<file path="config.mk">
export PLATFORM = sky130hd
export DESIGN_NAME = uart_boot_loader
export DESIGN_NICKNAME = d
export VERILOG_FILES = /design/src/rtl/uart_boot_pkg.sv /design/src/rtl/uart_boot_loader_rx.sv /design/src/rtl/uart_boot_loader.sv
export SDC_FILE = /design/constraint.sdc
export NUM_CORES = 1
export LEC_CHECK = 0
export CAP_MARGIN = 5
export CELL_PAD_IN_SITES_DETAIL_PLACEMENT = 0
export CELL_PAD_IN_SITES_GLOBAL_PLACEMENT = 1
export CORE_MARGIN = 2
export CORE_UTILIZATION = 40
export DETAILED_ROUTE_END_ITERATION = 8
export PLACE_DENSITY = 0.73
export SLEW_MARGIN = 20
export SYNTH_ARGS = -nofsm -noshare
export SYNTH_HDL_FRONTEND = slang
export SYNTH_SLANG_ARGS = --single-unit
</file>
<file path="constraint.sdc">
create_clock -name clk_i -period 4.3 [get_ports clk_i]
set_input_delay 0.86 -clock clk_i [delete_from_list [all_inputs] [get_ports clk_i]]
set_output_delay 0.86 -clock clk_i [all_outputs]
set_load 0.01 [all_outputs]
</file>
<file path="src/rtl/uart_boot_pkg.sv">
// Shared types and constants for the UART boot loader.
package uart_boot_pkg;
   typedef enum logic [2:0] {S_IDLE, S_LEN, S_DATA, S_CSUM, S_DONE, S_ERR} boot_state_t;

   localparam int LEN_BYTES = 2;

   function automatic int clks_per_bit(input int clk_hz, input int baud);
      return clk_hz / baud;
   endfunction
endpackage

</file>
<file path="src/rtl/uart_boot_loader_rx.sv">
// 8N1 UART byte receiver: 2-FF synchroniser, mid-bit sampling, framing check.
module uart_rx_byte
   import uart_boot_pkg::*;
#(
   parameter int CLK_HZ = 10_000_000,
   parameter int BAUD   = 128_000
) (
   input  logic       clk_i,
   input  logic       rst_n_i,
   input  logic       rx_i,
   output logic [7:0] byte_o,
   output logic       byte_vld_o,
   output logic       frame_err_o
);
   localparam int CPB   = clks_per_bit(CLK_HZ, BAUD);
   localparam int CNT_W = $clog2(CPB);
   localparam logic [CNT_W-1:0] HALF_LAST = CNT_W'(CPB / 2 - 1);
   localparam logic [CNT_W-1:0] BIT_LAST  = CNT_W'(CPB - 1);

   typedef enum logic [1:0] {RX_IDLE, RX_START, RX_DATA, RX_STOP} rx_state_t;

   rx_state_t        r_state;
   logic [2:0]       r_sync;
   logic [CNT_W-1:0] r_cnt;
   logic [2:0]       r_bit;
   logic [7:0]       r_shift;
   logic             r_vld;
   logic             r_ferr;

   logic w_rx;
   logic w_fall;

   // r_sync[1] is the synchronised line, r_sync[2] its previous value
   assign w_rx   = r_sync[1];
   assign w_fall = r_sync[2] & ~r_sync[1];

   always_ff @(posedge clk_i or negedge rst_n_i) begin
      if (!rst_n_i) begin
         r_sync  <= 3'b111;
         r_state <= RX_IDLE;
         r_cnt   <= '0;
         r_bit   <= '0;
         r_shift <= '0;
         r_vld   <= 1'b0;
         r_ferr  <= 1'b0;
      end else begin
         r_sync <= {r_sync[1:0], rx_i};
         r_vld  <= 1'b0;
         r_ferr <= 1'b0;
         case (r_state)
            RX_IDLE: if (w_fall) begin
               r_state <= RX_START;
               r_cnt   <= '0;
            end
            RX_START: if (r_cnt == HALF_LAST) begin
               r_cnt   <= '0;
               r_bit   <= '0;
               r_state <= w_rx ? RX_IDLE : RX_DATA;
            end else begin
               r_cnt <= r_cnt + 1'b1;
            end
            RX_DATA: if (r_cnt == BIT_LAST) begin
               r_cnt   <= '0;
               r_shift <= {w_rx, r_shift[7:1]};
               if (r_bit == 3'd7) r_state <= RX_STOP;
               else               r_bit   <= r_bit + 1'b1;
            end else begin
               r_cnt <= r_cnt + 1'b1;
            end
            RX_STOP: if (r_cnt == BIT_LAST) begin
               r_vld   <= w_rx;
               r_ferr  <= ~w_rx;
               r_state <= RX_IDLE;
            end else begin
               r_cnt <= r_cnt + 1'b1;
            end
            default: r_state <= RX_IDLE;
         endcase
      end
   end

   assign byte_o      = r_shift;
   assign byte_vld_o  = r_vld;
   assign frame_err_o = r_ferr;
endmodule

</file>
<file path="src/rtl/uart_boot_loader.sv">
// UART program loader: streams length-prefixed little-endian words into BANKS targets.
// Define CHECKSUM_EN to require a trailing XOR checksum byte per bank.
module uart_boot_loader
   import uart_boot_pkg::*;
#(
   parameter int CLK_HZ      = 10_000_000,
   parameter int BAUD        = 128_000,
   parameter int DATA_W      = 32,
   parameter int ADDR_W      = 14,
   parameter int BANKS       = 2,
   parameter int TIMEOUT_CYC = 1_000_000
) (
   input  logic                                      clk_i,
   input  logic                                      rst_n_i,
   input  logic                                      start_i,
   input  logic                                      rx_i,
   output logic                                      wen_o,
   output logic [((BANKS > 1) ? $clog2(BANKS) : 1)-1:0] bank_o,
   output logic [ADDR_W-1:0]                         adr_o,
   output logic [DATA_W-1:0]                         dat_o,
   output logic                                      busy_o,
   output logic                                      done_o,
   output logic                                      err_o,
   output logic                                      cpu_rst_o
);
   localparam int BANK_W = (BANKS > 1) ? $clog2(BANKS) : 1;
   localparam int BYTES  = DATA_W / 8;
   localparam int BIDX_W = (BYTES > 1) ? $clog2(BYTES) : 1;
   localparam int TMO_W  = (TIMEOUT_CYC > 0) ? $clog2(TIMEOUT_CYC + 1) : 1;
   localparam logic [TMO_W-1:0]  TMO_ONE   = TMO_W'(1);
   localparam logic [TMO_W-1:0]  TMO_LAST  = TMO_W'((TIMEOUT_CYC > 0) ? TIMEOUT_CYC - 1 : 0);
   localparam logic [16:0]       LEN_MAX   = 17'(1) << ADDR_W;
   localparam logic              LIDX_LAST = 1'(LEN_BYTES - 1);
   localparam logic [BIDX_W-1:0] BIDX_LAST = BIDX_W'(BYTES - 1);

   boot_state_t       r_state;
   logic [BANK_W-1:0] r_bank;
   logic [ADDR_W-1:0] r_adr;
   logic [ADDR_W:0]   r_wcnt;
   logic [15:0]       r_len;
   logic              r_lidx;
   logic [BIDX_W-1:0] r_bidx;
   logic [DATA_W-1:0] r_dat;
   logic              r_wen;
   logic              r_done;
   logic              r_err;
   logic [TMO_W-1:0]  r_tmo;
`ifdef CHECKSUM_EN
   logic [7:0]        r_csum;
`endif

   logic [7:0]      w_byte;
   logic            w_vld;
   logic            w_ferr;
   logic            w_busy;
   logic            w_last_bank;
   logic            w_tmo_hit;
   logic [15:0]     w_len_in;
   logic [ADDR_W:0] w_wcnt_next;

   uart_rx_byte #(.CLK_HZ(CLK_HZ), .BAUD(BAUD)) u_rx (
      .clk_i       (clk_i),
      .rst_n_i     (rst_n_i),
      .rx_i        (rx_i),
      .byte_o      (w_byte),
      .byte_vld_o  (w_vld),
      .frame_err_o (w_ferr)
   );

   assign w_busy      = (r_state == S_LEN) || (r_state == S_DATA) || (r_state == S_CSUM);
   assign w_last_bank = (r_bank == BANK_W'(BANKS - 1));
   assign w_len_in    = {w_byte, r_len[7:0]};
   assign w_wcnt_next = r_wcnt + 1'b1;
   // r_tmo counts cycles since the last strobe, the strobe cycle itself being 1
   assign w_tmo_hit   = (TIMEOUT_CYC > 0) && (r_tmo == TMO_LAST) && !w_vld;

   always_ff @(posedge clk_i or negedge rst_n_i) begin
      if (!rst_n_i) begin
         r_state <= S_IDLE;
         r_bank  <= '0;
         r_adr   <= '0;
         r_wcnt  <= '0;
         r_len   <= '0;
         r_lidx  <= 1'b0;
         r_bidx  <= '0;
         r_dat   <= '0;
         r_wen   <= 1'b0;
         r_done  <= 1'b0;
         r_err   <= 1'b0;
         r_tmo   <= '0;
`ifdef CHECKSUM_EN
         r_csum  <= '0;
`endif
      end else begin
         r_wen <= 1'b0;
         if (w_busy) r_tmo <= w_vld ? TMO_ONE : r_tmo + 1'b1;
         case (r_state)
            S_IDLE, S_DONE, S_ERR: if (start_i) begin
               r_state <= S_LEN;
               r_bank  <= '0;
               r_done  <= 1'b0;
               r_err   <= 1'b0;
               r_lidx  <= 1'b0;
               r_tmo   <= TMO_ONE;
`ifdef CHECKSUM_EN
               r_csum  <= '0;
`endif
            end
            S_LEN: if (w_vld) begin
`ifdef CHECKSUM_EN
               r_csum <= r_csum ^ w_byte;
`endif
               if (r_lidx != LIDX_LAST) begin
                  r_len[7:0] <= w_byte;
                  r_lidx     <= r_lidx + 1'b1;
               end else begin
                  r_len[15:8] <= w_byte;
                  r_lidx      <= 1'b0;
                  if (w_len_in == 16'd0) begin
`ifdef CHECKSUM_EN
                     r_state <= S_CSUM;
`else
                     r_state <= w_last_bank ? S_DONE : S_LEN;
                     r_done  <= w_last_bank;
                     if (!w_last_bank) r_bank <= r_bank + 1'b1;
`endif
                  end else if ({1'b0, w_len_in} > LEN_MAX) begin
                     r_state <= S_ERR;
                     r_err   <= 1'b1;
                  end else begin
                     r_state <= S_DATA;
                     r_adr   <= '0;
                     r_wcnt  <= '0;
                     r_bidx  <= '0;
                  end
               end
            end
            S_DATA: begin
               if (w_vld) begin
`ifdef CHECKSUM_EN
                  r_csum <= r_csum ^ w_byte;
`endif
                  r_dat[r_bidx*8 +: 8] <= w_byte;
                  if (r_bidx == BIDX_LAST) begin
                     r_bidx <= '0;
                     r_wen  <= 1'b1;
                  end else begin
                     r_bidx <= r_bidx + 1'b1;
                  end
               end
               // the address advances at the end of the write-strobe cycle
               if (r_wen) begin
                  r_adr  <= r_adr + 1'b1;
                  r_wcnt <= w_wcnt_next;
                  if ({1'b0, r_len} == 17'(w_wcnt_next)) begin
`ifdef CHECKSUM_EN
                     r_state <= S_CSUM;
`else
                     r_state <= w_last_bank ? S_DONE : S_LEN;
                     r_done  <= w_last_bank;
                     r_tmo   <= TMO_ONE;
                     if (!w_last_bank) r_bank <= r_bank + 1'b1;
`endif
                  end
               end
            end
`ifdef CHECKSUM_EN
            S_CSUM: if (w_vld) begin
               if (w_byte == r_csum) begin
                  r_state <= w_last_bank ? S_DONE : S_LEN;
                  r_done  <= w_last_bank;
                  r_csum  <= '0;
                  r_tmo   <= TMO_ONE;
                  if (!w_last_bank) r_bank <= r_bank + 1'b1;
               end else begin
                  r_state <= S_ERR;
                  r_err   <= 1'b1;
               end
            end
`endif
            default: ;
         endcase
         if (w_busy && (w_ferr || w_tmo_hit)) begin
            r_state <= S_ERR;
            r_err   <= 1'b1;
            r_wen   <= 1'b0;
         end
      end
   end

   assign wen_o     = r_wen;
   assign bank_o    = r_bank;
   assign adr_o     = r_adr;
   assign dat_o     = r_dat;
   assign busy_o    = w_busy;
   assign done_o    = r_done;
   assign err_o     = r_err;
   assign cpu_rst_o = w_busy;
endmodule
</file>
* Word-level counts from Yosys, hierarchy flattened
Cells that the tools add are included.
** Storage, ports and cells
- Register bits :: 132
- Input port bits :: 4
** Operators by class
- Add/sub/neg operators :: 9
- Magnitude comparators :: 1
- Equal/unequal tests :: 37
- Shift operators :: 2
- Multiplexer cells :: 83
- Bitwise gates (word level) :: 3
- Reduce and logical (&&, ||, !) cells :: 29
** Operators by type and width (count)
- 20-bit two-way mux :: 5
- 15-bit two-way mux :: 5
- 14-bit two-way mux :: 5
- 20-bit case mux with 2 select lines :: 1
- 3-bit two-way mux :: 12
- 5-bit negator with 34-bit output :: 1
- 8-bit by 34-bit variable shift with 32-bit output, first input constant :: 1
- 8-bit by 34-bit indexed part select with 32-bit output :: 1
- 32-bit bitwise mux :: 1
- 15-bit case mux with 2 select lines :: 1
- 7-bit two-way mux :: 4
- 14-bit case mux with 2 select lines :: 1
- 7-bit case mux with 4 select lines :: 1
- 1-bit two-way mux :: 27
- 2-bit two-way mux :: 12
- 6-bit AND reduction :: 4
- 20-bit by 1-bit adder with 20-bit output, second input constant :: 1
- 20-bit equality test, second input constant :: 1
- 2-bit by 1-bit != test with 1-bit output, second input constant :: 9
- 16-bit by 15-bit equality test with 1-bit output :: 1
- 16-bit by 15-bit greater-than comparator with 1-bit output, second input constant :: 1
- 16-bit zero test :: 1
- 15-bit by 1-bit adder with 15-bit output, second input constant :: 1
- 14-bit by 1-bit adder with 14-bit output, second input constant :: 1
- 37 further kinds :: 66

* Longest topological paths before layout
- Depth after elaboration :: 7
- Depth in mapped cells :: 10
- Gate-level depth less buffers :: 9

* Modules after synthesis
From an unflattened synthesis, not the netlist that was laid out.
** Second synthesis, totals
- Cell total of the unflattened synthesis :: 733
- Area, all modules :: 6839.1 um^2
** Modules (own cells, without submodules)
- uart_boot_loader :: times used 1, cells each 626, area an instance 5635.4 um^2
- uart_rx_byte :: times used 1, cells each 107, area an instance 1203.7 um^2

* Least setup slack after synthesis
No wires, ideal clock.
- Path type :: register to register
- Start point :: register r_wcnt[0]
- End point :: register r_tmo[10]
- Data arrival time :: 2382 ps
- Slack :: 1783 ps
- Cell stages (with the launch flop) :: 10
- Clock period less this slack :: 2517 ps
- Cell sequence :: dfrtp_1 -> ha_1 -> nand3_1 -> nor4_1 -> xnor2_1 -> nor4b_1 -> nand4_1 -> nor3_4 -> buf_6 -> nor3_1
** Between the ends
- Cells in the longest elaborated chain, start to end :: 5
** RTL lines
- from (decl) :: RTL line uart_boot_loader.sv:39 : logic [ADDR_W:0] r_wcnt;
- from (signal assigned) :: RTL line uart_boot_loader.sv:154 : r_wcnt <= w_wcnt_next;
- 15-bit by 1-bit adder with 15-bit output :: RTL line uart_boot_loader.sv:73 : assign w_wcnt_next = r_wcnt + 1'b1;
- 16-bit by 15-bit equality test with 1-bit output :: RTL line uart_boot_loader.sv:155 : if ({1'b0, r_len} == 17'(w_wcnt_next)) begin
- 20-bit two-way mux :: RTL line uart_boot_loader.sv:155
- 20-bit two-way mux :: RTL line uart_boot_loader.sv:152 : if (r_wen) begin
- 20-bit case mux with 2 select lines :: RTL line uart_boot_loader.sv:97 : case (r_state)
- to (signal assigned) :: RTL line uart_boot_loader.sv:96 : if (w_busy) r_tmo <= w_vld ? TMO_ONE : r_tmo + 1'b1;
- to (decl) :: RTL line uart_boot_loader.sv:47 : logic [TMO_W-1:0] r_tmo;
Every way passes these cells.
A chain may end at the register's enable or synchronous reset.

* Final worst setup path
Same ends and word-level chain as after synthesis.

==> impl_results.md <==
* Worst Path Required at roughly 4.6 ns
* FFs w/ async S/R, synth at 100%
* Worst Setup Path Type: reg2reg
* Buffers on Ports at 55
* Delay-heaviest family, CP: simple AND/OR/NAND/NOR gates
* Post-CTS Setup Bufs at 0
* TNS Setup at 0 ns
* Root buffer cell: clkbuf_16
* CTS tree: built
* Dpl cell area at around 7700 um^2
* Final Util at 48.0%
* Clock power frac at 41.8%
* Vias in the first global route at about 5400
* RSZ-0062 raised after global routing: false
* Status: finished clean
* Mapped Cells at ~750
* Finish-stage setup viols at 0
* Worst path bufs/invs at 0
* Antenna diodes at 0
* Cts repair resizes at 0
* Largest net degree at the start of global routing at between 70 and 80
* Hold_sp: u_rx.r_sync[0]$_DFF_PN1_
* IO Pins at 56
* Seq pwr share at 40.5%
* Period minus WS final at about 3.2 ns
* Worst slew pin tran at 0.902 ns
* CP max stage delay at 0.59 ns
* Netlist cell types at 71
* Post-Place Cells at 997
* Drt via density at approximately 5.5
* Rel. slew slack at between 30 and 40%
* Worst min path class: reg2reg
* Power share of the combinational group at approximately 18%
* Hold path endpoint: u_rx.r_sync[1]$_DFF_PN1_
* # rows at 48
* Clk_lat worst skew at between 0.4 and 0.5 ns
* Post-synth EDFFs at 0
* Crit path cell chain: ha_1 > nand3_1 > nor4_1 > xnor2_1 > nor4b_1 > nand4_1 > nor3_4 > nor3_1
* Internal at around 2400 uW
* Non-filler instance count after layout at around 1000
* Sequential fraction of the synthesis area at between 40% and 50%
* Drt pass-1 iters at 7
* Top FF cell, synth: dfrtp_1
* Ratio of cells with drive above 1 in the final layout at a little under a tenth
* CP max-delay cell: nor4_1
* Max-slew violations at 0
* Peak supply drop at 0.306 mV
* Post-placement setup slack at roughly 1.1 ns
* Psw at 1060 uW
* Clk slew on worst S/H paths at roughly 0.06 ns
* Final Hold Vio Count at 0
* Worst hold stages at 0
* WL/cell at approximately 17 um
* Post-DP HPWL at around 12 mm
* Antenna violations before repair at 0
* Leak Pwr at about 0.0035 uW
* Die Height at ~140 um
* First-pass GRT wire length at 28.2 mm
* Most frequent cells in the layout: 129 x dfrtp_1, 127 x nand2_1, 80 x o21ai_0, 54 x clkdlybuf4s50_1, 50 x nor2_1
* Core box area at between 15000 and 20000 um^2
* Die footprint at roughly 19000 um^2
* Worst R2R Setup Slack at 1.08 ns
* Syn avg cell area at about 9.3 um^2
* P per Cell Area at 422 nW/um^2
* FF+latch count, synth at 132
* Crit. End Element: register
* ANT nets after route at 0
* Hold_buf cts at 0
* MaxCap Viol Count at 0
* Syn. warnings at 0
* Mapped Area at roughly 7000 um^2
* Htree depth at 4
* GRT Resource Usage Total at 19.4%
* DR DRC count at 0
* Syn Nets at 770
* Area Overhead vs Synth at 18.2%
* Sw Share at 30.5%
* Post-Route WL at approximately 17 mm
* CTS Buf Count at 17
* Reg2reg start: r_wcnt[0]$_DFFE_PN0P_
* Skew final at 0.00762 ns
* Maximum clock frequency at about 310 MHz
* Die width at between 100 and 150 um
* Final Cycle Share at 75.0%
* DRT iter0 DRCs at between 300 and 400
* Final Cell Area at between 8000 and 9000 um^2
* Worst R2R End: r_tmo[10]$_DFF_PN0_
* Crit path max fanout at 16
* Remaining global-route overflow at 0
* DR vias at ~5700
* Final worst slack at roughly 1.1 ns
* Commonest non-fill, non-tap cell in the layout: dfrtp_1
* Layout Nets at around 810
* Worst setup SP type: register
* Reg2reg path depth at 8
* Routability Congestion at 0.883
* Clk buf depth at 2
* Cell depth of the worst setup path at 8
* Arr. time, crit path at between 3 and 4 ns
* Clk sinks at between 100 and 150
* Initial Utilization at between 40% and 50%
-- worst register-to-register path: stages (launching register included) --
cell and delay [ns]:
dfrtp_1 0.46, ha_1 0.28, nand3_1 0.21, nor4_1 0.59, xnor2_1 0.21, nor4b_1 0.37, nand4_1 0.26, nor3_4 0.56
nor3_1 0.15
-- through the flow --
step                power, uW  hold WS, ns
floorplan                1870        0.345
CTS                      3520        0.356
detailed placement       2050        0.347
global route             3660        0.360
finish                   3490        0.356
global placement         2040        0.345
-- area by class of cell --
class | instances | area, um^2
tap | 225 | 282
clock buffer | 19 | 443
timing repair buffer | 57 | 576
multi-input combinational | 570 | 3470
clock inverter | 13 | 150
sequential | 132 | 3310
fill | 1604 | 8960
inverter | 13 | 48.8
-- sequential cells by signal, summed over array words and instances (netlist names), 2 cells and up, named ones only --
name,cells
dat_o,32
r_tmo,20
r_len,16
r_wcnt,15
adr_o,14
u_rx.byte_o,8
u_rx.r_cnt,7
r_state,3
u_rx.r_bit,3
u_rx.r_sync,3
r_bidx,2
-- worst max-delay path by stage --
stage,startpoint,endpoint,slack [ns]
2_1_floorplan,r_wcnt[0]$_DFFE_PN0P_,r_tmo[10]$_DFF_PN0_,1.78
3_3_place_gp,r_wcnt[0]$_DFFE_PN0P_,r_tmo[3]$_DFF_PN0_,1.25
3_5_place_dp,r_wcnt[0]$_DFFE_PN0P_,r_tmo[10]$_DFF_PN0_,1.10
4_1_cts,r_wcnt[0]$_DFFE_PN0P_,r_tmo[10]$_DFF_PN0_,1.07
5_1_grt,r_wcnt[0]$_DFFE_PN0P_,r_tmo[7]$_DFF_PN0_,0.76
6_report,r_wcnt[0]$_DFFE_PN0P_,r_tmo[10]$_DFF_PN0_,1.08
-- per-layer routing --
metal / track usage (%) / part of all wire, % / up-vias
li1: - / - / 2744
met1: 27.2 / 50 / 2824
met2: 30.9 / 47 / 94
met3: 3.43 / 2.8 / 13
met4: 5.09 / 0.95 / 0
met5: 0 / 0 / -
-- cell usage after synthesis (6+ instances only) --
cell	count	area share [%]
inv_1	11	0.59
nor2b_1	13	1.2
and2_1	8	0.71
ha_1	14	2.5
xnor2_1	24	3.0
nand2_1	127	6.8
buf_4	6	0.64
nor4_1	12	1.1
clkbuf_1	19	1.0
and3_1	13	1.2
mux2_2	25	4.0
nand3_1	26	1.9
dfrtp_1	129	46
nand4_1	16	1.4
buf_2	6	0.43
nor2_1	50	2.7
o21ai_0	80	5.7
a21oi_1	21	1.5
xor2_1	22	2.8
o31ai_1	8	0.86
nor3_1	28	2.0
-- cell families after synthesis --
kind of cell	after synthesis	share of synthesized area [%]
XOR/XNOR	46	5.75
AND/OR/NAND/NOR	332	23.9
adder cells (fa/ha/maj)	14	2.50
buffers and inverters	50	3.23
AO/OA/AOI/OAI	150	12.8
multiplexers	28	4.63
flip-flops	132	47.2
-- power by group through the flow --
stage / registers [uW] / logic (uW) / clock network, uW
floorplan: 1410 / 453 / 0
global placement: 1430 / 613 / 0
detailed placement: 1430 / 619 / 0
CTS: 1410 / 623 / 1490
global route: 1420 / 694 / 1540
finish: 1410 / 618 / 1460
(Power assumes the default switching activity.)
